[config.mk]
export PLATFORM = sky130hd
export DESIGN_NAME = ap_host_seq_flat
export DESIGN_NICKNAME = d
export VERILOG_FILES = /design/src/rtl/ap_pkg.sv /design/src/rtl/ap_host_seq_if.sv /design/src/rtl/ap_host_seq.sv /design/src/flat_wrapper.sv
export SDC_FILE = /design/constraint.sdc
export NUM_CORES = 1
export LEC_CHECK = 0
export ABC_AREA = 1
export BUFFER_PORTS_ARGS = -buffer_cell sky130_fd_sc_hd__buf_2
export CAP_MARGIN = 20
export CORE_UTILIZATION = 56
export CTS_CLUSTER_DIAMETER = 120
export CTS_CLUSTER_SIZE = 20
export DETAILED_ROUTE_END_ITERATION = 8
export PLACE_DENSITY_LB_ADDON = 0.3
export SLEW_MARGIN = 20
export SYNTH_ARGS = -nofsm -noshare
export SYNTH_HDL_FRONTEND = slang
export SYNTH_SLANG_ARGS = --single-unit
[constraint.sdc]
create_clock -name CLK100MHZ -period 2.99 [get_ports CLK100MHZ]
set_input_delay 0.598 -clock CLK100MHZ [delete_from_list [all_inputs] [get_ports CLK100MHZ]]
set_output_delay 0.598 -clock CLK100MHZ [all_outputs]
set_load 0.1 [all_outputs]
[src/rtl/ap_pkg.sv]
// Shared definitions for the associative-processor host sequencer:
// operation/column/error codes, state encoding and default geometry.
package ap_pkg;

  function automatic int clogb2(input int value);
    int n;
    n = 0;
    for (int v = value; v > 0; v = v >> 1) n++;
    return n;
  endfunction

  localparam int AP_WORD_SIZE   = 8;
  localparam int AP_CELL_QUANT  = 512;
  localparam int AP_ADDR_W      = clogb2(AP_CELL_QUANT);
  localparam int AP_RD_LAT      = 2;
  localparam int AP_RUN_TIMEOUT = 255;

  localparam logic [2:0] AP_OR  = 3'd0;
  localparam logic [2:0] AP_XOR = 3'd1;
  localparam logic [2:0] AP_AND = 3'd2;
  localparam logic [2:0] AP_NOT = 3'd3;

  localparam logic [1:0] COL_A = 2'd0;
  localparam logic [1:0] COL_B = 2'd1;
  localparam logic [1:0] COL_C = 2'd2;

  localparam logic [1:0] ERR_NONE    = 2'd0;
  localparam logic [1:0] ERR_BAD_CMD = 2'd1;
  localparam logic [1:0] ERR_BAD_N   = 2'd2;
  localparam logic [1:0] ERR_TIMEOUT = 2'd3;

  typedef enum logic [3:0] {
    S_IDLE,
    S_CLR,
    S_LD_WAIT,
    S_WR_A,
    S_WR_B,
    S_WR_GAP,
    S_RUN,
    S_RD_ISSUE,
    S_RD_HOLD,
    S_DONE,
    S_ERR
  } state_t;

endpackage

[src/rtl/ap_host_seq_if.sv]
// Job request, operand/result streams, status and the AP register-style host port.
// The sequencer drives through the master modport; the system/AP side uses slave.
interface ap_host_seq_if
  import ap_pkg::*;
#(
  parameter int WORD_SIZE = AP_WORD_SIZE,
  parameter int ADDR_W    = AP_ADDR_W
) ();

  logic                   start;
  logic [2:0]             cmd;
  logic [ADDR_W-1:0]      n_cells;
  logic                   ld_valid;
  logic                   ld_ready;
  logic [2*WORD_SIZE-1:0] ld_data;
  logic                   res_valid;
  logic                   res_ready;
  logic [WORD_SIZE-1:0]   res_data;
  logic                   busy;
  logic                   done;
  logic                   err;
  logic [1:0]             err_code;

  logic                   ap_rst;
  logic                   ap_mode;
  logic [2:0]             ap_cmd;
  logic [ADDR_W-1:0]      ap_addr;
  logic [WORD_SIZE-1:0]   ap_data_in;
  logic [1:0]             ap_sel_col;
  logic                   ap_sel_internal_col;
  logic                   ap_write_en;
  logic                   ap_read_en;
  logic [WORD_SIZE-1:0]   ap_data_out;
  logic                   ap_state_irq;

  modport master (
    input  start, cmd, n_cells, ld_valid, ld_data, res_ready, ap_data_out, ap_state_irq,
    output ld_ready, res_valid, res_data, busy, done, err, err_code,
           ap_rst, ap_mode, ap_cmd, ap_addr, ap_data_in, ap_sel_col,
           ap_sel_internal_col, ap_write_en, ap_read_en
  );

  modport slave (
    output start, cmd, n_cells, ld_valid, ld_data, res_ready, ap_data_out, ap_state_irq,
    input  ld_ready, res_valid, res_data, busy, done, err, err_code,
           ap_rst, ap_mode, ap_cmd, ap_addr, ap_data_in, ap_sel_col,
           ap_sel_internal_col, ap_write_en, ap_read_en
  );

endinterface

[src/rtl/ap_host_seq.sv]
// Host-side job sequencer: clear AP, load A/B columns, run the op, stream column C out.
//   state      | meaning
//   IDLE       | wait for start, validate job
//   CLR        | ap_rst high for 2 cycles
//   LD_WAIT    | ld_ready high, wait for operand pair
//   WR_A       | write A to column A, 2 cycles
//   WR_B       | write B to column B, 2 cycles
//   WR_GAP     | 1 idle cycle, next cell or RUN
//   RUN        | ap_mode high, wait for irq or timeout
//   RD_ISSUE   | read column C, RD_LAT+1 cycles
//   RD_HOLD    | res_valid high until res_ready
//   DONE       | done pulse
//   ERR        | err set, ap_rst pulse
module ap_host_seq
  import ap_pkg::*;
#(
  parameter int WORD_SIZE   = AP_WORD_SIZE,
  parameter int CELL_QUANT  = AP_CELL_QUANT,
  parameter int ADDR_W      = clogb2(CELL_QUANT),
  parameter int RD_LAT      = AP_RD_LAT,
  parameter int RUN_TIMEOUT = AP_RUN_TIMEOUT
) (
  input  logic          CLK100MHZ,
  input  logic          rst_n,
  ap_host_seq_if.master bus
);

  localparam int HOLD_W = (clogb2(RD_LAT) > 1) ? clogb2(RD_LAT) : 1;
  localparam int RUN_W  = (clogb2(RUN_TIMEOUT) > 1) ? clogb2(RUN_TIMEOUT) : 1;
  localparam logic [HOLD_W-1:0] HOLD_TWO = HOLD_W'(1);
  localparam logic [HOLD_W-1:0] HOLD_RD  = HOLD_W'(RD_LAT);
  localparam logic [RUN_W-1:0]  RUN_LAST = RUN_W'(RUN_TIMEOUT - 1);

  state_t                 state_q, state_d;
  logic [HOLD_W-1:0]      hold_q, hold_d;
  logic [ADDR_W-1:0]      idx_q, idx_d;
  logic [RUN_W-1:0]       run_q, run_d;
  logic [2:0]             cmd_q, cmd_d;
  logic [ADDR_W-1:0]      n_q, n_d;
  logic [WORD_SIZE-1:0]   a_q, a_d, b_q, b_d;
  logic [WORD_SIZE-1:0]   res_data_q, res_data_d;
  logic                   err_q, err_d;
  logic [1:0]             err_code_q, err_code_d;

  logic                   ld_ready_q, ld_ready_d;
  logic                   res_valid_q, res_valid_d;
  logic                   busy_q, busy_d;
  logic                   done_q, done_d;
  logic                   ap_rst_q, ap_rst_d;
  logic                   ap_mode_q, ap_mode_d;
  logic [2:0]             ap_cmd_q, ap_cmd_d;
  logic [ADDR_W-1:0]      ap_addr_q, ap_addr_d;
  logic [WORD_SIZE-1:0]   ap_data_in_q, ap_data_in_d;
  logic [1:0]             ap_sel_col_q, ap_sel_col_d;
  logic                   ap_write_en_q, ap_write_en_d;
  logic                   ap_read_en_q, ap_read_en_d;

  logic cmd_ok, n_bad, last_cell;

  assign cmd_ok    = bus.cmd inside {AP_OR, AP_XOR, AP_AND, AP_NOT};
  assign n_bad     = (bus.n_cells == '0) ||
                     ({1'b0, bus.n_cells} > (ADDR_W + 1)'(CELL_QUANT));
  assign last_cell = (idx_q == n_q - ADDR_W'(1));

  always_comb begin
    state_d    = state_q;
    hold_d     = hold_q;
    idx_d      = idx_q;
    run_d      = run_q;
    cmd_d      = cmd_q;
    n_d        = n_q;
    a_d        = a_q;
    b_d        = b_q;
    res_data_d = res_data_q;
    err_d      = err_q;
    err_code_d = err_code_q;

    case (state_q)
      S_IDLE: begin
        if (bus.start) begin
          cmd_d = bus.cmd;
          n_d   = bus.n_cells;
          idx_d = '0;
          run_d = '0;
          if (!cmd_ok) begin
            state_d    = S_ERR;
            err_code_d = ERR_BAD_CMD;
          end else if (n_bad) begin
            state_d    = S_ERR;
            err_code_d = ERR_BAD_N;
          end else begin
            state_d    = S_CLR;
            hold_d     = HOLD_TWO;
            err_d      = 1'b0;
            err_code_d = ERR_NONE;
          end
        end
      end
      S_CLR: begin
        idx_d = '0;
        if (hold_q == '0) state_d = S_LD_WAIT;
        else              hold_d  = hold_q - HOLD_W'(1);
      end
      S_LD_WAIT: begin
        if (bus.ld_valid && ld_ready_q) begin
          a_d     = bus.ld_data[WORD_SIZE-1:0];
          b_d     = bus.ld_data[2*WORD_SIZE-1:WORD_SIZE];
          state_d = S_WR_A;
          hold_d  = HOLD_TWO;
        end
      end
      S_WR_A: begin
        if (hold_q == '0) begin
          state_d = S_WR_B;
          hold_d  = HOLD_TWO;
        end else begin
          hold_d = hold_q - HOLD_W'(1);
        end
      end
      S_WR_B: begin
        if (hold_q == '0) state_d = S_WR_GAP;
        else              hold_d  = hold_q - HOLD_W'(1);
      end
      S_WR_GAP: begin
        if (last_cell) begin
          state_d = S_RUN;
          idx_d   = '0;
          run_d   = '0;
        end else begin
          state_d = S_LD_WAIT;
          idx_d   = idx_q + ADDR_W'(1);
        end
      end
      S_RUN: begin
        // irq wins over a timeout hitting in the same cycle
        if (bus.ap_state_irq) begin
          state_d = S_RD_ISSUE;
          hold_d  = HOLD_RD;
        end else if (run_q == RUN_LAST) begin
          state_d    = S_ERR;
          err_code_d = ERR_TIMEOUT;
        end else begin
          run_d = run_q + RUN_W'(1);
        end
      end
      S_RD_ISSUE: begin
        if (hold_q == '0) begin
          res_data_d = bus.ap_data_out;
          state_d    = S_RD_HOLD;
        end else begin
          hold_d = hold_q - HOLD_W'(1);
        end
      end
      S_RD_HOLD: begin
        if (bus.res_ready) begin
          if (last_cell) begin
            state_d = S_DONE;
          end else begin
            state_d = S_RD_ISSUE;
            hold_d  = HOLD_RD;
            idx_d   = idx_q + ADDR_W'(1);
          end
        end
      end
      S_DONE:  state_d = S_IDLE;
      S_ERR:   state_d = S_IDLE;
      default: state_d = S_IDLE;
    endcase

    if (state_d == S_ERR) err_d = 1'b1;
  end

  // Outputs are decoded from the next state so they register in step with it.
  always_comb begin
    ld_ready_d    = (state_d == S_LD_WAIT);
    res_valid_d   = (state_d == S_RD_HOLD);
    busy_d        = (state_d != S_IDLE);
    done_d        = (state_d == S_DONE);
    ap_rst_d      = (state_d == S_CLR) || (state_d == S_ERR);
    ap_mode_d     = 1'b0;
    ap_cmd_d      = '0;
    ap_addr_d     = '0;
    ap_data_in_d  = '0;
    ap_sel_col_d  = '0;
    ap_write_en_d = 1'b0;
    ap_read_en_d  = 1'b0;
    case (state_d)
      S_WR_A: begin
        ap_addr_d     = idx_d;
        ap_sel_col_d  = COL_A;
        ap_data_in_d  = a_d;
        ap_write_en_d = 1'b1;
      end
      S_WR_B: begin
        ap_addr_d     = idx_d;
        ap_sel_col_d  = COL_B;
        ap_data_in_d  = b_d;
        ap_write_en_d = 1'b1;
      end
      S_RUN: begin
        ap_mode_d = 1'b1;
        ap_cmd_d  = cmd_d;
      end
      S_RD_ISSUE: begin
        ap_addr_d    = idx_d;
        ap_sel_col_d = COL_C;
        ap_read_en_d = 1'b1;
      end
      default: ;
    endcase
  end

  always_ff @(posedge CLK100MHZ or negedge rst_n) begin
    if (!rst_n) begin
      state_q       <= S_IDLE;
      hold_q        <= '0;
      idx_q         <= '0;
      run_q         <= '0;
      cmd_q         <= '0;
      n_q           <= '0;
      a_q           <= '0;
      b_q           <= '0;
      res_data_q    <= '0;
      err_q         <= 1'b0;
      err_code_q    <= '0;
      ld_ready_q    <= 1'b0;
      res_valid_q   <= 1'b0;
      busy_q        <= 1'b0;
      done_q        <= 1'b0;
      ap_rst_q      <= 1'b0;
      ap_mode_q     <= 1'b0;
      ap_cmd_q      <= '0;
      ap_addr_q     <= '0;
      ap_data_in_q  <= '0;
      ap_sel_col_q  <= '0;
      ap_write_en_q <= 1'b0;
      ap_read_en_q  <= 1'b0;
    end else begin
      state_q       <= state_d;
      hold_q        <= hold_d;
      idx_q         <= idx_d;
      run_q         <= run_d;
      cmd_q         <= cmd_d;
      n_q           <= n_d;
      a_q           <= a_d;
      b_q           <= b_d;
      res_data_q    <= res_data_d;
      err_q         <= err_d;
      err_code_q    <= err_code_d;
      ld_ready_q    <= ld_ready_d;
      res_valid_q   <= res_valid_d;
      busy_q        <= busy_d;
      done_q        <= done_d;
      ap_rst_q      <= ap_rst_d;
      ap_mode_q     <= ap_mode_d;
      ap_cmd_q      <= ap_cmd_d;
      ap_addr_q     <= ap_addr_d;
      ap_data_in_q  <= ap_data_in_d;
      ap_sel_col_q  <= ap_sel_col_d;
      ap_write_en_q <= ap_write_en_d;
      ap_read_en_q  <= ap_read_en_d;
    end
  end

  assign bus.ld_ready            = ld_ready_q;
  assign bus.res_valid           = res_valid_q;
  assign bus.res_data            = res_data_q;
  assign bus.busy                = busy_q;
  assign bus.done                = done_q;
  assign bus.err                 = err_q;
  assign bus.err_code            = err_code_q;
  assign bus.ap_rst              = ap_rst_q;
  assign bus.ap_mode             = ap_mode_q;
  assign bus.ap_cmd              = ap_cmd_q;
  assign bus.ap_addr             = ap_addr_q;
  assign bus.ap_data_in          = ap_data_in_q;
  assign bus.ap_sel_col          = ap_sel_col_q;
  assign bus.ap_sel_internal_col = 1'b0;
  assign bus.ap_write_en         = ap_write_en_q;
  assign bus.ap_read_en          = ap_read_en_q;

endmodule

[src/flat_wrapper.sv]
// flat-port wrapper written by rule: the top's interface ports become plain ports
module ap_host_seq_flat import ap_pkg::*;
#(
  parameter int WORD_SIZE   = AP_WORD_SIZE,
  parameter int CELL_QUANT  = AP_CELL_QUANT,
  parameter int ADDR_W      = clogb2(CELL_QUANT),
  parameter int RD_LAT      = AP_RD_LAT,
  parameter int RUN_TIMEOUT = AP_RUN_TIMEOUT
)
  (CLK100MHZ, rst_n, bus_start, bus_cmd, bus_n_cells, bus_ld_valid, bus_ld_data, bus_res_ready, bus_ap_data_out, bus_ap_state_irq, bus_ld_ready, bus_res_valid, bus_res_data, bus_busy, bus_done, bus_err, bus_err_code, bus_ap_rst, bus_ap_mode, bus_ap_cmd, bus_ap_addr, bus_ap_data_in, bus_ap_sel_col, bus_ap_sel_internal_col, bus_ap_write_en, bus_ap_read_en);
  ap_host_seq_if #(.WORD_SIZE(WORD_SIZE), .ADDR_W(ADDR_W)) bus_i ();
  input  logic CLK100MHZ;
  input  logic rst_n;
  input wire logic [$bits(bus_i.start)-1:0] bus_start;
  input wire logic [$bits(bus_i.cmd)-1:0] bus_cmd;
  input wire logic [$bits(bus_i.n_cells)-1:0] bus_n_cells;
  input wire logic [$bits(bus_i.ld_valid)-1:0] bus_ld_valid;
  input wire logic [$bits(bus_i.ld_data)-1:0] bus_ld_data;
  input wire logic [$bits(bus_i.res_ready)-1:0] bus_res_ready;
  input wire logic [$bits(bus_i.ap_data_out)-1:0] bus_ap_data_out;
  input wire logic [$bits(bus_i.ap_state_irq)-1:0] bus_ap_state_irq;
  output wire logic [$bits(bus_i.ld_ready)-1:0] bus_ld_ready;
  output wire logic [$bits(bus_i.res_valid)-1:0] bus_res_valid;
  output wire logic [$bits(bus_i.res_data)-1:0] bus_res_data;
  output wire logic [$bits(bus_i.busy)-1:0] bus_busy;
  output wire logic [$bits(bus_i.done)-1:0] bus_done;
  output wire logic [$bits(bus_i.err)-1:0] bus_err;
  output wire logic [$bits(bus_i.err_code)-1:0] bus_err_code;
  output wire logic [$bits(bus_i.ap_rst)-1:0] bus_ap_rst;
  output wire logic [$bits(bus_i.ap_mode)-1:0] bus_ap_mode;
  output wire logic [$bits(bus_i.ap_cmd)-1:0] bus_ap_cmd;
  output wire logic [$bits(bus_i.ap_addr)-1:0] bus_ap_addr;
  output wire logic [$bits(bus_i.ap_data_in)-1:0] bus_ap_data_in;
  output wire logic [$bits(bus_i.ap_sel_col)-1:0] bus_ap_sel_col;
  output wire logic [$bits(bus_i.ap_sel_internal_col)-1:0] bus_ap_sel_internal_col;
  output wire logic [$bits(bus_i.ap_write_en)-1:0] bus_ap_write_en;
  output wire logic [$bits(bus_i.ap_read_en)-1:0] bus_ap_read_en;
  assign bus_i.start = bus_start;
  assign bus_i.cmd = bus_cmd;
  assign bus_i.n_cells = bus_n_cells;
  assign bus_i.ld_valid = bus_ld_valid;
  assign bus_i.ld_data = bus_ld_data;
  assign bus_i.res_ready = bus_res_ready;
  assign bus_i.ap_data_out = bus_ap_data_out;
  assign bus_i.ap_state_irq = bus_ap_state_irq;
  assign bus_ld_ready = bus_i.ld_ready;
  assign bus_res_valid = bus_i.res_valid;
  assign bus_res_data = bus_i.res_data;
  assign bus_busy = bus_i.busy;
  assign bus_done = bus_i.done;
  assign bus_err = bus_i.err;
  assign bus_err_code = bus_i.err_code;
  assign bus_ap_rst = bus_i.ap_rst;
  assign bus_ap_mode = bus_i.ap_mode;
  assign bus_ap_cmd = bus_i.ap_cmd;
  assign bus_ap_addr = bus_i.ap_addr;
  assign bus_ap_data_in = bus_i.ap_data_in;
  assign bus_ap_sel_col = bus_i.ap_sel_col;
  assign bus_ap_sel_internal_col = bus_i.ap_sel_internal_col;
  assign bus_ap_write_en = bus_i.ap_write_en;
  assign bus_ap_read_en = bus_i.ap_read_en;
  ap_host_seq #(.WORD_SIZE(WORD_SIZE), .CELL_QUANT(CELL_QUANT), .ADDR_W(ADDR_W), .RD_LAT(RD_LAT), .RUN_TIMEOUT(RUN_TIMEOUT)) u_core (.CLK100MHZ(CLK100MHZ), .rst_n(rst_n), .bus(bus_i));
endmodule
==> metrics.txt <==
Port Buffers=84; setup TNS=0 ns; Multi-input gate area=approximately 2100 sq um; number of global-route vias before repair=around 4000; num ports=86; Post-Syn Area per Cell=8.026 sq um; register share of total power=29.9%; status=completed; clock network power share=approximately 13%; number of synthesized flops with an enable pin=0; Sw Ratio=a little under three fifths; Max Slew Vio Count=0; Async SR Flop Fraction=100.0%; CP bufs+invs=2; area delta synth->final=15.25%; gr usage total=a little over a quarter; chip height=around 95 um; CP Capture Type=flip-flop; startpoint types=flip-flop; CTS tree=built; post-CTS sizing=0; combinational power share=between 50% and 60%; warning count from the yosys run=0; Worst R2R Setup Slack=roughly 0.46 ns; Worst-Margin Slew=about 0.57 ns; met3 Use GR=under 10%; DP HPWL=8175 um; antenna cells=0; row cnt=33; Initial Utilization=between 50% and 60%; Avg Vias per Cell=between 5 and 6; hold crit path type=input port to async pin; Tmin final=2.534 ns; Clock Latency Late Sink=0.38 ns; crit path cell chain=inv_2 > ha_1 > nand2_1 > inv_1 > nor2_1 > nand2_1 > nor2_1 > nand3_1 > nor2_2 > nand3_4 > nand2_2 > nand2_2 > a21oi_4 > nand4_1 > o21ai_0; FF+latch count, synth=94; gpl congestion=0.9096; # DRC=0; Final WS setup=about 0.46 ns; number of fill cells=707; CP max-delay cell=dfrtp_1; antenna violations before repair=0; Routed wire per std cell=~14 um; final layout net count=740; Top delay family on crit path=simple AND/OR/NAND/NOR gates; leak pwr=3.071 nW; Most used DFF post-synth=dfrtp_1; initial drt markers=243; worst-case vdd ir drop=approximately 990 uV; Crit path largest cell delay=0.40 ns; postcts setup bufs=0; gr busiest metal=met2; NetSw=about 3.7 mW; Slew Limit Headroom=62.09%; total gr overflow=0; Routed Antenna Nets=0; Mapped Cells=600; peak fanout along the critical path=17; via count=between 4000 and 5000; # setup viols final=0; Worst Setup Path Type=flip-flop to flip-flop; final period utilization=between 80 and 90%; Data arrival, critical path=2.82 ns; Die ar.=between 8000 and 9000 sq um; DRT Wirelength=around 11000 um; Final Hold Viols=0; met1 GRT Util=33.88%; root buffer cell=clkbuf_8; layout cells sized above 1=a little under a quarter; Fmax=between 300 and 400 MHz; Hold Slack=between 0.2 and 0.25 ns; CTS clock-pin slew for the worst setup and hold paths=about 0.10 ns; sequential standard cell area=approximately 2400 sq um; CTS Buf Count=9; Clock Path Buffers=2; Hold Buf Count CTS=0; largest net degree at the start of global routing=52; Distinct cells, synth=39; Worst EP required=between 3 and 4 ns; Int Pwr=between 2 and 3 mW; DR pass1 iterations=4; RSZ-0062 raised after global routing=false; Mapped Area=roughly 4800 sq um; Die W=94.74 um; met2 Track Usage GR=between 40% and 50%; Synthesized Nets=650; CTS Sinks=between 90 and 100; core box area=8258 sq um; pre-CTS setup slack=around 0.54 ns; MaxCap Viol Count=0; Clock Skews=0.01478 ns; register area share after synthesis=48.84%; first-pass GRT wire length=~18000 um; pwr/cell area=between 1000 and 1500 nW/um^2; H-tree Lvls=3
## power by group through the flow
stage / Clock (mW) / Sequential, mW / Combinational, mW
floorplan: 0 / 3.20 / 1.80
global placement: 0 / 1.96 / 3.65
detailed placement: 0 / 1.98 / 3.75
CTS: 0.834 / 1.96 / 3.76
global route: 0.892 / 2.00 / 4.08
finish: 0.825 / 1.96 / 3.77
## state kept, by name (all words and copies together), names as in the netlist, 2 cells and up
signal	cells
u_core.a_q	8
u_core.state_q	4
u_core.bus.ap_data_in	8
u_core.run_q	8
u_core.n_q	10
u_core.bus.ap_cmd	3
u_core.cmd_q	3
u_core.idx_q	10
u_core.hold_q	2
u_core.bus.res_data	8
u_core.b_q	8
u_core.bus.ap_addr	10
u_core.bus.err_code	2
## worst paths after layout
| check | from | to | cells after the start |
|---|---|---|---|
| max | u_core.n_q[0]$_DFFE_PN0P_ | u_core.run_q[6]$_DFFE_PN0P_ | 15 |
| max in group asynchronous | rst_n | u_core.bus.err$_DFFE_PN0P_ | 2 |
| max reg2reg | u_core.n_q[0]$_DFFE_PN0P_ | u_core.run_q[6]$_DFFE_PN0P_ | 15 |
| min reg2reg | u_core.bus.err_code[1]$_DFFE_PN0P_ | u_core.bus.err_code[1]$_DFFE_PN0P_ | 2 |
| min | rst_n | u_core.n_q[7]$_DFFE_PN0P_ | 1 |
| min in group CLK100MHZ | bus_ld_data[12] | u_core.b_q[4]$_DFF_PN0_ | 3 |
## cells by family (layout without fill, tap and decap cells)
family / count (synthesis) / count (layout) / share of synthesized area [%]
flip-flops: 94 / 94 / 48.84
adder cells (fa/ha/maj): 7 / 7 / 1.819
AND/OR/NAND/NOR: 328 / 328 / 30.40
buffers and inverters: 91 / 186 / 7.586
AO/OA/AOI/OAI: 61 / 61 / 7.587
XOR/XNOR: 10 / 10 / 1.819
multiplexers: 8 / 8 / 1.871
other: 1 / 1 / 0.07787
## synthesized netlist by cell type, types with 2 or more instances
cell type | n | share of area, %
buf_4 | 3 | 0.47
a21oi_1 | 13 | 1.4
nand2_1 | 203 | 16
xnor2_1 | 2 | 0.36
nor3_1 | 5 | 0.52
nand3_2 | 2 | 0.42
nand3_4 | 3 | 1.1
ha_1 | 7 | 1.8
dfrtp_1 | 94 | 49
nor2_1 | 42 | 3.3
o21ai_0 | 28 | 2.9
nand3_1 | 37 | 3.8
inv_1 | 70 | 5.5
or2_2 | 5 | 0.65
nor2_2 | 10 | 1.3
inv_2 | 10 | 0.78
o211ai_1 | 12 | 1.9
nand4_1 | 7 | 0.91
mux2_2 | 8 | 1.9
xor2_1 | 8 | 1.5
nand2_2 | 7 | 0.91
inv_4 | 2 | 0.26
nand2_4 | 3 | 0.70
clkbuf_1 | 4 | 0.31
## layout by cell type (no fill, tap or decap), types with 2 or more instances in the layout
| master | count |
|---|---|
| nand3_1 | 37 |
| dfrtp_1 | 94 |
| a21oi_1 | 13 |
| nand2_1 | 203 |
| nand2_4 | 3 |
| or2_2 | 5 |
| o211ai_1 | 12 |
| mux2_2 | 8 |
| inv_1 | 70 |
| o21ai_0 | 28 |
| xor2_1 | 8 |
| nand2_2 | 7 |
| nand3_4 | 3 |
| inv_4 | 2 |
| buf_2 | 83 |
| nor2_1 | 42 |
| ha_1 | 7 |
| inv_2 | 10 |
| nand3_2 | 2 |
| inv_6 | 2 |
| buf_4 | 4 |
| nor3_1 | 5 |
| clkbuf_8 | 9 |
| nor2_2 | 10 |
| nand4_1 | 7 |
| xnor2_1 | 2 |
## per-layer routing
metal / wire, um / vias up
li1: - / 2064
met1: 4720 / 1933
met2: 5437 / 115
met3: 441 / 21
met4: 244 / 0
met5: 0 / -
## stage by stage
stage / total power [mW] / area, sq um / instances / utilization, %
6_report: 6.548 / 5550 / 800 / 67.21
5_1_grt: 6.979 / 5550 / 800 / 67.21
4_1_cts: 6.552 / 5550 / 800 / 67.21
3_5_place_dp: 5.727 / 5360 / 784 / 64.91
3_3_place_gp: 5.608 / 5360 / 784 / 64.91
2_1_floorplan: 5.000 / 4816 / 600 / -
## final cells by class
| type | count | share of cell area [%] |
|---|---|---|
| Multi-Input combinational cell | 415 | 37.80 |
| Clock buffer | 9 | 2.232 |
| Inverter | 82 | 5.636 |
| Clock inverter | 7 | 1.195 |
| Timing Repair Buffer | 88 | 8.386 |
| Tap cell | 105 | 2.367 |
| Sequential cell | 94 | 42.38 |
Note: power is estimated with default switching activity, not from simulation.
